==> src/rtl/cpu_pkg.sv <==
// Shared CPU definitions used by the instruction fetch path.
//   CPU_NOP_INSTR  : canonical RISC-V NOP (addi x0, x0, 0), returned on any fetch error
//   AXI_RESP_OKAY  : AXI read response code for a successful transfer
//   fetch_state_e  : instruction fetch FSM state encoding
//   is_word_aligned: true when a byte address is 32-bit aligned
package cpu_pkg;

  localparam logic [31:0] CPU_NOP_INSTR = 32'h0000_0013;
  localparam logic [1:0]  AXI_RESP_OKAY = 2'b00;

  typedef enum logic [2:0] {
    FETCH_IDLE     = 3'd0,
    FETCH_ADDR     = 3'd1,
    FETCH_DATA     = 3'd2,
    FETCH_DONE     = 3'd3,
    FETCH_WAIT_LOW = 3'd4
  } fetch_state_e;

  function automatic logic is_word_aligned(input logic [31:0] addr);
    return (addr[1:0] == 2'b00);
  endfunction

endpackage

==> src/rtl/instruction_fetch_unit.sv <==
// Instruction fetch unit: turns a level fetch request from the control unit
// into a single AXI read (AR + R channels) and returns the instruction word.
// Misaligned addresses, error responses and bus timeouts all return NOP_INSTR
// with fetch_error set.
//
// Ports
//   clk, reset                 : clock, asynchronous active-high reset
//   fetch_en, fetch_address    : level request (held until fetch_done) and byte address
//   fetch_done                 : one-cycle pulse, instruction/fetch_error valid
//   instruction, fetch_error   : result of the last fetch, held until the next fetch_done
//   fetch_count                : number of error-free fetches, wraps
//   m_axi_ar*/m_axi_r*         : AXI read address / read data channels
module instruction_fetch_unit
  import cpu_pkg::*;
#(
  parameter int unsigned TIMEOUT_CYCLES = 255,
  parameter logic [31:0] NOP_INSTR      = CPU_NOP_INSTR
) (
  input  logic        clk,
  input  logic        reset,
  input  logic        fetch_en,
  input  logic [31:0] fetch_address,
  output logic        fetch_done,
  output logic [31:0] instruction,
  output logic        fetch_error,
  output logic [31:0] m_axi_araddr,
  output logic        m_axi_arvalid,
  input  logic        m_axi_arready,
  input  logic [31:0] m_axi_rdata,
  input  logic [1:0]  m_axi_rresp,
  input  logic        m_axi_rvalid,
  output logic        m_axi_rready,
  output logic [31:0] fetch_count
);

  // One spare count of headroom: an address handshake landing exactly on the
  // limit leaves the timer at TIMEOUT_CYCLES and it is incremented once more.
  localparam int unsigned   TW          = $clog2(TIMEOUT_CYCLES + 2);
  localparam logic [TW-1:0] TIMEOUT_LIM = TW'(TIMEOUT_CYCLES);

  fetch_state_e  state_q;
  logic [TW-1:0] timer_q;
  logic [TW-1:0] timer_d;
  logic          timeout_s;
  logic          addr_hs_s;
  logic          data_hs_s;

  logic          fetch_done_q;
  logic [31:0]   instruction_q;
  logic          fetch_error_q;
  logic [31:0]   araddr_q;
  logic          arvalid_q;
  logic          rready_q;
  logic [31:0]   fetch_count_q;

  // Timer next value and bus handshake decode
  always_comb begin
    timer_d   = timer_q + TW'(1);
    timeout_s = (timer_d >= TIMEOUT_LIM);
    addr_hs_s = arvalid_q && m_axi_arready;
    data_hs_s = rready_q && m_axi_rvalid;
  end

  // Fetch FSM with all outputs registered
  always_ff @(posedge clk or posedge reset) begin
    if (reset) begin
      state_q       <= FETCH_IDLE;
      timer_q       <= '0;
      fetch_done_q  <= 1'b0;
      instruction_q <= NOP_INSTR;
      fetch_error_q <= 1'b0;
      araddr_q      <= 32'h0000_0000;
      arvalid_q     <= 1'b0;
      rready_q      <= 1'b0;
      fetch_count_q <= 32'h0000_0000;
    end else begin
      case (state_q)
        FETCH_IDLE: begin
          fetch_done_q <= 1'b0;
          if (fetch_en) begin
            timer_q <= '0;
            if (is_word_aligned(fetch_address)) begin
              araddr_q  <= fetch_address;
              arvalid_q <= 1'b1;
              state_q   <= FETCH_ADDR;
            end else begin
              // No bus access; the pulse is issued from DONE one cycle later.
              instruction_q <= NOP_INSTR;
              fetch_error_q <= 1'b1;
              state_q       <= FETCH_DONE;
            end
          end
        end

        FETCH_ADDR: begin
          // A handshake on the limit cycle still wins: the slave has taken the
          // address, so the read is followed through rather than orphaned.
          if (addr_hs_s) begin
            arvalid_q <= 1'b0;
            rready_q  <= 1'b1;
            timer_q   <= timer_d;
            state_q   <= FETCH_DATA;
          end else if (timeout_s) begin
            arvalid_q     <= 1'b0;
            instruction_q <= NOP_INSTR;
            fetch_error_q <= 1'b1;
            fetch_done_q  <= 1'b1;
            state_q       <= FETCH_DONE;
          end else begin
            timer_q <= timer_d;
          end
        end

        FETCH_DATA: begin
          if (data_hs_s) begin
            rready_q <= 1'b0;
            if (m_axi_rresp == AXI_RESP_OKAY) begin
              instruction_q <= m_axi_rdata;
              fetch_error_q <= 1'b0;
              fetch_count_q <= fetch_count_q + 32'd1;
            end else begin
              instruction_q <= NOP_INSTR;
              fetch_error_q <= 1'b1;
            end
            fetch_done_q <= 1'b1;
            state_q      <= FETCH_DONE;
          end else if (timeout_s) begin
            rready_q      <= 1'b0;
            instruction_q <= NOP_INSTR;
            fetch_error_q <= 1'b1;
            fetch_done_q  <= 1'b1;
            state_q       <= FETCH_DONE;
          end else begin
            timer_q <= timer_d;
          end
        end

        FETCH_DONE: begin
          // Bus paths arrive with the pulse already raised; the misaligned
          // path arrives without it and raises it here.
          if (fetch_done_q) begin
            fetch_done_q <= 1'b0;
            state_q      <= FETCH_WAIT_LOW;
          end else begin
            fetch_done_q <= 1'b1;
            if (!fetch_error_q) begin
              fetch_count_q <= fetch_count_q + 32'd1;
            end else begin
              fetch_count_q <= fetch_count_q;
            end
          end
        end

        FETCH_WAIT_LOW: begin
          fetch_done_q <= 1'b0;
          if (!fetch_en) begin
            state_q <= FETCH_IDLE;
          end else begin
            state_q <= FETCH_WAIT_LOW;
          end
        end

        default: begin
          state_q      <= FETCH_IDLE;
          arvalid_q    <= 1'b0;
          rready_q     <= 1'b0;
          fetch_done_q <= 1'b0;
        end
      endcase
    end
  end

  assign fetch_done    = fetch_done_q;
  assign instruction   = instruction_q;
  assign fetch_error   = fetch_error_q;
  assign m_axi_araddr  = araddr_q;
  assign m_axi_arvalid = arvalid_q;
  assign m_axi_rready  = rready_q;
  assign fetch_count   = fetch_count_q;

endmodule

==> config.mk <==
export PLATFORM = sky130hd
export DESIGN_NAME = instruction_fetch_unit
export DESIGN_NICKNAME = d
export VERILOG_FILES = /design/src/rtl/cpu_pkg.sv /design/src/rtl/instruction_fetch_unit.sv
export SDC_FILE = /design/constraint.sdc
export NUM_CORES = 1
export LEC_CHECK = 0
export BUFFER_PORTS_ARGS = -buffer_cell sky130_fd_sc_hd__buf_2
export CORE_MARGIN = 10
export CORE_UTILIZATION = 30
export DETAILED_ROUTE_END_ITERATION = 8
export MAX_ROUTING_LAYER = met4
export SLEW_MARGIN = 0
export SYNTH_ARGS = -nofsm -noshare
export SYNTH_HDL_FRONTEND = slang
export SYNTH_SLANG_ARGS = --single-unit
==> constraint.sdc <==
create_clock -name clk -period 4.3 [get_ports clk]
set_clock_uncertainty 0.1 [all_clocks]
set_input_delay 0.86 -clock clk [delete_from_list [all_inputs] [get_ports clk]]
set_output_delay 0.86 -clock clk [all_outputs]
set_load 0.02 [all_outputs]
[After elaboration in Yosys (flattened, before gate mapping)]
Index checks and enable logic that the tools add are counted.
Operators by class
  add/subtract/negate cells: 2
  magnitude comparators: 1
  equal/unequal tests: 17
  multiplexer cells: 45
  bitwise logic cells: 2
  reductions and logical operators: 16
Operators by type and width (count)
  two-way mux 32 bit: 10
  one-hot mux 32 bit (3 select lines): 1
  one-hot mux 32 bit (2 select lines): 1
  two-way mux 9 bit: 4
  adder 32 x 1 -> 32 bit, second input constant: 1
  one-hot mux 9 bit (3 select lines): 1
  inequality test 2 bit, second input constant: 11
  two-way mux 3 bit: 6
  two-way mux 1 bit: 16
  one-hot mux 3 bit (5 select lines): 1
  one-hot mux 1 bit (3 select lines): 4
  adder 9 x 1 -> 9 bit, second input constant: 1
  >= comparator 9 x 8 -> 1 bit, second input constant: 1
  AND reduction 3 bit: 3
  AND reduction 4 bit: 2
  equality test 3 x 2 -> 1 bit, second input constant: 2
  inequality test 3 bit, second input constant: 2
  OR reduction 3 bit: 2
  AND reduction 5 bit: 1
  logical NOT 2 bit: 2
  equality test 3 x 1 -> 1 bit, second input constant: 1
  equality test 3 bit, second input constant: 1
  logical NOT 3 bit: 1
  nonzero test 3 bit: 1
  other kinds (5): 7
Word-level totals
  register bits: 112
  word-level logic and storage cells: 92

[Logic depth before layout (Yosys ltp)]
Gate-level depths: netlist of the first run.
  depth in word-level cells: 5
  mapped depth: 9
  gate-level depth less buffers: 8

[Worst setup path after synthesis of the first run]
No wires, ideal clock.
  path type: input -> register
  from: input m_axi_rresp[0]
  to: register fetch_count_q[31] (netlist: fetch_count[31])
  arrival time: 2.406 ns
  setup slack: 1.714 ns
  stages on the path: 7
  buffers on the path: 1
  path through: nand4bb_1 -> o32ai_4 -> nand4_4 -> or2_1 -> buf_6 -> nor4_4 -> xor2_1
Between the ends
  longest elaborated chain between the ends: 3
RTL lines
  from (decl): line instruction_fetch_unit.sv:30  | input logic [1:0] m_axi_rresp,
  logical NOT 2 bit: line instruction_fetch_unit.sv:117  | if (m_axi_rresp == AXI_RESP_OKAY) begin
  inequality test 2 bit (no source line)
  AND reduction 5 bit (no source line)
  to (signal assigned): line instruction_fetch_unit.sv:120  | fetch_count_q <= fetch_count_q + 32'd1;
  to (signal assigned): line instruction_fetch_unit.sv:147  | fetch_count_q <= fetch_count_q + 32'd1;
  to (signal assigned): line instruction_fetch_unit.sv:149  | fetch_count_q <= fetch_count_q;
  to (decl): line instruction_fetch_unit.sv:54  | logic [31:0] fetch_count_q;
Every way passes these cells.
A chain may end at the register's enable or synchronous reset.

[Final worst setup path of the first run]
  from: register timer_q[1]
  to: register timer_q[4]
Between the ends
  longest elaborated chain between the ends: 5
RTL lines
  from (decl): line instruction_fetch_unit.sv:42  | logic [TW-1:0] timer_q;
  from (signal assigned): line instruction_fetch_unit.sv:101  | timer_q <= timer_d;
  from (signal assigned): line instruction_fetch_unit.sv:110  | timer_q <= timer_d;
  from (signal assigned): line instruction_fetch_unit.sv:134  | timer_q <= timer_d;
  adder 9 x 1 -> 9 bit (*): line instruction_fetch_unit.sv:58  | timer_d = timer_q + TW'(1);
  >= comparator 9 x 8 -> 1 bit: line instruction_fetch_unit.sv:59  | timeout_s = (timer_d >= TIMEOUT_LIM);
  two-way mux 9 bit: line instruction_fetch_unit.sv:103, instruction_fetch_unit.sv:127
  two-way mux 9 bit, on equally long branches: line instruction_fetch_unit.sv:115, instruction_fetch_unit.sv:98
  one-hot mux 9 bit (3 select lines) (*): line instruction_fetch_unit.sv:77  | case (state_q)
Mark *: on every way between the ends. The rest lies on a longest branch, timed or not. The select of a mux whose other input is x is not followed.

==> impl_metrics.csv, run 1 <==
group,metric,value,unit
run_status,status,"completed",
pwr,total_power,3.52,mW
yosys,syn_area_per_cell,11.8,sq um
route,wl_met1,5920,um
sta,hold_viol,0,
critical_path,r2r-end,"timer_q[4]",
sta,tns,0,ps
die,fp.coreArea,16500,sq um
yosys,syn-num-nets,502,
critical_path,worst_ep_arrival_time,2880,ps
sta,rsz0062_at_grt,"no",
clocking,root_buffer,"clkbuf_16",
critical_path,critical_path.endpoint_type,"flip-flop",
placed_design,place.gp.congestion,0.820,
cells_and_area,nNetsFinal,668,
pwr,cellPowerDensity,547,nW/um^2
sta,fin_ws,1520,ps
sta,tightest_slew,1250,ps
placed_design,dp_cells,803,
sta,slew_headroom,0.164,
critical_path,cp-start-kind,"flip-flop",
route,routed_wl,13700,um
grt,grt_max_degree,67,
yosys,ys_types,54,
flow_run,cap_viol_max_count,0,
route,wl_met3,953,um
critical_path,critPathMaxFanout,10,
clocking,ctsResizeCount,0,
grt,grt_overflow,0,
clocking,cts.reportedPaths.clkPinSlew,80,ps
grt,grt_pass1_vias,4279,
worst_hold_path,min_to,"fetch_count[9]",
route,top_layer_used,"met4",
yosys,async_flop_share,1.00,
grt,antenna_found_initial,0,
clocking,insertion_delay,350,ps
sta,layout_min_cycle_time,2780,ps
sta,setup_viol,0,
sta,fin_crit_sh,0.647,
yosys,synth_edf_count,0,
route,firstDrtPassIters,4,
placed_design,port_buffers,170,
cells_and_area,layoutNonFillerInstCount,819,
critical_path,critPathKind,"flip-flop to flip-flop",
clocking,cts.sinks,112,
placed_design,hpwl,10300,um
die,start_util,0.305,
critical_path,critPathRequiredTime,4400,ps
pwr,max-vdd-ir-drop,240,uV
route,drt-initial-drc-count,219,
critical_path,r2r-start,"timer_q[1]",
placed_design,place_area,6110,sq um
clocking,cts_max_path_buffers,2,
yosys,synth_ff_type,"dfrtp_1",
critical_path,r2r_cells,7,
clocking,htree_levels,3,
clocking,ctsHoldBuffers,0,
cells_and_area,final_cell_mix,"buf_2 (170), dfrtp_1 (109), mux2_2 (31)",
critical_path,rrSetupSlack,1520,ps
grt,grt_pass1_wl,22100,um
worst_hold_path,min_path_type,"flip-flop to flip-flop",
clocking,cts_tree,"done",
die,dieWidth,150,um
route,vias_per_cell,4.88,
pwr,power.leakage,3.25,nW
cells_and_area,final_common_cell,"buf_2",
yosys,syn_area,5040,sq um
yosys,netlist_instances,428,
yosys,yosysWarnings,0,
sta,max_freq,359,MHz
cells_and_area,areaGrowthSynthToFinish,27.8,%
die,io_pins,171,
worst_hold_path,min_from,"fetch_count[9]",
cells_and_area,final_design_area_no_fill,6440,sq um
cells_and_area,drive_above_1_share,0.394,
worst_hold_path,min_path_cells,1,
clocking,post_cts_buffers,0,
die,die_area,22400,sq um
route,drcViolationCount,0,
yosys,yosys_register_bits,112,
die,die_h,150,um
grt,track_usage,0.127,
route,dr_wl_met2,6570,um
die,rows,47,
route,ant_nets,0,
route,wl_per_cell,16.7,um
clocking,numCtsBuffers,9,
sta,drv_slew,0,
placed_design,dp_slack,1190,ps
yosys,ys_seq_area_frac,0.557,
route,vias,3998,
cells_and_area,antenna_cells,0,
-- area by class of cell --
cell class,instances,area [sq um]
Fill cell,1633,10100
Clock inverter,4,77.6
Tap cell,220,275
Multi-Input combinational cell,282,2090
Clock buffer,12,246
Timing Repair Buffer,174,881
Sequential cell,112,2810
Inverter,15,58.8
-- routing by layer --
metal	vias up	global-route usage
met5	-	-
met4	0	0.0486
met3	13	0.0341
met2	126	0.202
met1	1962	0.151
li1	1897	-
-- sequential cells by signal, indices dropped and copies added, names as in the netlist --
register and cells:
fetch_done 1, m_axi_arvalid 1, m_axi_rready 1, state_q 3
instruction 32, fetch_count 32, fetch_error 1, m_axi_araddr 32
timer_q 9
-- synthesized netlist by cell type, drive strengths merged (3+ instances only) --
master / number / area share
a21o: 4 / 0.0060
a21oi: 16 / 0.016
a22o: 29 / 0.050
a31oi: 5 / 0.0062
and2: 5 / 0.0062
and3: 5 / 0.0062
and4: 4 / 0.0070
buf: 7 / 0.0087
clkbuf: 12 / 0.0089
dfrtp: 109 / 0.54
dfstp: 3 / 0.016
ha: 3 / 0.0075
inv: 15 / 0.011
mux2: 31 / 0.069
nand2: 21 / 0.016
nand2b: 5 / 0.0062
nand3: 20 / 0.020
nand4: 11 / 0.017
nor2: 19 / 0.014
nor2b: 3 / 0.0037
nor3: 11 / 0.011
nor4: 6 / 0.016
o211ai: 3 / 0.0045
o21ai: 11 / 0.012
o21bai: 3 / 0.0045
o221ai: 3 / 0.0052
o22ai: 8 / 0.0099
xnor2: 18 / 0.031
xor2: 16 / 0.028
-- through the flow --
step	util	hold slack [ps]
detailed placement	0.370	368
CTS	0.390	387
floorplan	-	412
finish	0.390	387
global route	0.390	412
global placement	0.370	359
-- logic make-up after synthesis --
kind of cell / synth area share
compound gates: 0.136
fa+ha+maj: 0.00745
xor+xnor: 0.0591
simple gates: 0.139
mux: 0.0733
flops: 0.557
buf+inv: 0.0288
-- worst max-delay path, stage by stage (launching register included) --
cell	delay, ps
dfrtp_1	400
ha_1	370
nand3_1	200
nor3_1	380
xnor2_1	260
o21ai_2	240
a21oi_1	520
o221ai_1	170
-- how the worst max path moves through the flow --
stage                               from              end  slack [ps]
after detailed placement  m_axi_rresp[0]  fetch_count[20]        1190
after CTS                     timer_q[0]       timer_q[4]        1530
after global placement    m_axi_rresp[0]  fetch_count[24]        1260
final                         timer_q[1]       timer_q[4]        1520
after floorplan                    reset   fetch_count[0]         390
after global routing          timer_q[0]       timer_q[7]        1250
-- power breakdown --
part / switching (mW) / total (mW) / internal, mW / leakage, nW
logic: 0.723 / 1.17 / 0.450 / 1.62
clock network: 0.376 / 0.906 / 0.530 / 0.157
registers: 0.171 / 1.44 / 1.27 / 1.48
total: 1.27 / 3.52 / 2.25 / 3.25
No activity file was read; power rests on OpenSTA's default activity.
==> run 2, diff against run 1 <==
==> constraint.sdc (replaced) <==
create_clock -name clk -period 2.76 [get_ports clk]
set_clock_uncertainty 0.1 [all_clocks]
set_input_delay 0.552 -clock clk [delete_from_list [all_inputs] [get_ports clk]]
set_output_delay 0.552 -clock clk [all_outputs]
set_load 0.02 [all_outputs]
==> impl_metrics.csv, run 2 (synthesis gave the netlist of run 1 again) <==
group,metric,value,unit
clocking,numCtsBuffers,9,
sta,hold_viol,0,
route,vias_per_cell,4.84,
clocking,cts.reportedPaths.clkPinSlew,70,ps
pwr,max-vdd-ir-drop,346,uV
sta,rsz0062_at_grt,"no",
sta,tns,0,ps
critical_path,cp-start-kind,"flip-flop",
sta,slew_headroom,0.559,
die,rows,47,
clocking,cts_max_path_buffers,2,
sta,max_freq,417,MHz
sta,drv_slew,0,
grt,grt_pass1_vias,4223,
sta,layout_min_cycle_time,2400,ps
cells_and_area,areaGrowthSynthToFinish,29.8,%
sta,setup_viol,0,
route,ant_nets,0,
critical_path,r2r-end,"timer_q[3]",
clocking,htree_levels,3,
run_status,status,"completed",
cells_and_area,final_common_cell,"buf_2",
pwr,total_power,5.53,mW
placed_design,port_buffers,170,
placed_design,place.gp.congestion,0.869,
pwr,cellPowerDensity,846,nW/um^2
cells_and_area,nNetsFinal,680,
clocking,cts.sinks,112,
route,drt-initial-drc-count,188,
sta,holdWs,179,ps
critical_path,worst_ep_arrival_time,2580,ps
die,start_util,0.305,
cells_and_area,antenna_cells,0,
critical_path,critical_path.endpoint_type,"flip-flop",
clocking,ctsResizeCount,0,
critical_path,r2r_cells,8,
grt,grt_pass1_wl,22100,um
die,io_pins,171,
route,wl_per_cell,16.5,um
die,dieWidth,150,um
route,vias,4024,
clocking,post_cts_buffers,0,
placed_design,hpwl,10500,um
route,drcViolationCount,0,
die,fp.coreArea,16500,sq um
sta,tightest_slew,659,ps
clocking,ctsHoldBuffers,0,
clocking,insertion_delay,360,ps
grt,grt_overflow,0,
grt,antenna_found_initial,0,
route,routed_wl,13700,um
cells_and_area,final_cell_mix,"buf_2 (170), dfrtp_1 (109), mux2_2 (31)",
sta,fin_ws,361,ps
critical_path,critPathRequiredTime,2940,ps
grt,track_usage,0.125,
pwr,power.leakage,3.31,nW
die,die_area,22400,sq um
clocking,cts_tree,"done",
worst_hold_path,min_path_type,"input port to async pin",
cells_and_area,fin_util,0.396,
cells_and_area,drive_above_1_share,0.411,
flow_run,cap_viol_max_count,0,
die,die_h,150,um
critical_path,r2r-start,"timer_q[1]",
route,firstDrtPassIters,5,
placed_design,dp_slack,206,ps
critical_path,critPathMaxFanout,9,
grt,grt_max_degree,51,
critical_path,rrSetupSlack,360,ps
clocking,root_buffer,"clkbuf_16",
critical_path,critPathKind,"flip-flop to flip-flop",
sta,fin_crit_sh,0.869,
-- run 2: worst max-delay path, cell delays in order (launching register included) --
cell and delay (ps):
dfrtp_1 410, ha_2 300, nand3_1 170, nor3_1 330
xnor2_1 260, o21ai_2 190, buf_4 190, a221o_1 310
o21ai_0 70
-- run 2: layout make-up --
class	instances	area, sq um
fill	1612	9980
tap	220	275
sequential	112	2810
timing repair buffer	186	996
inverter	15	60.1
multi-input combinational	282	2100
clock buffer	10	239
clock inverter	6	67.6
-- run 2: routing by layer --
metal / part of all wire / global-route usage / vias to the layer above
met3: 0.076 / 0.0417 / 14
li1: - / - / 1910
met1: 0.44 / 0.155 / 1974
met5: 0 / - / -
met4: 0.0074 / 0.0353 / 0
met2: 0.48 / 0.193 / 126
-- run 2: per-stage QoR --
step                      instance area (sq um)  std cells
after floorplan                            5040        428
after global placement                     6230        815
after detailed placement                   6230        815
after CTS                                  6540        831
after global routing                       6540        831
final                                      6540        831
-- run 2: worst max-delay path by stage --
stage	endpoint	startpoint	depth (start not counted)	slack, ps
after floorplan	fetch_error	timer_q[1]	9	340
after global placement	fetch_count[24]	m_axi_rresp[0]	7	240
after detailed placement	fetch_count[24]	m_axi_rresp[0]	7	210
after CTS	timer_q[4]	timer_q[1]	7	200
after global routing	instruction[3]	timer_q[1]	8	100
final	timer_q[3]	timer_q[1]	8	360
-- run 2: power by group --
group	switching [mW]	leakage (nW)	total [mW]	internal (mW)
clock network	0.618	0.145	1.35	0.733
registers	0.220	1.48	2.20	1.98
logic	1.20	1.69	1.98	0.779
total	2.04	3.31	5.53	3.49
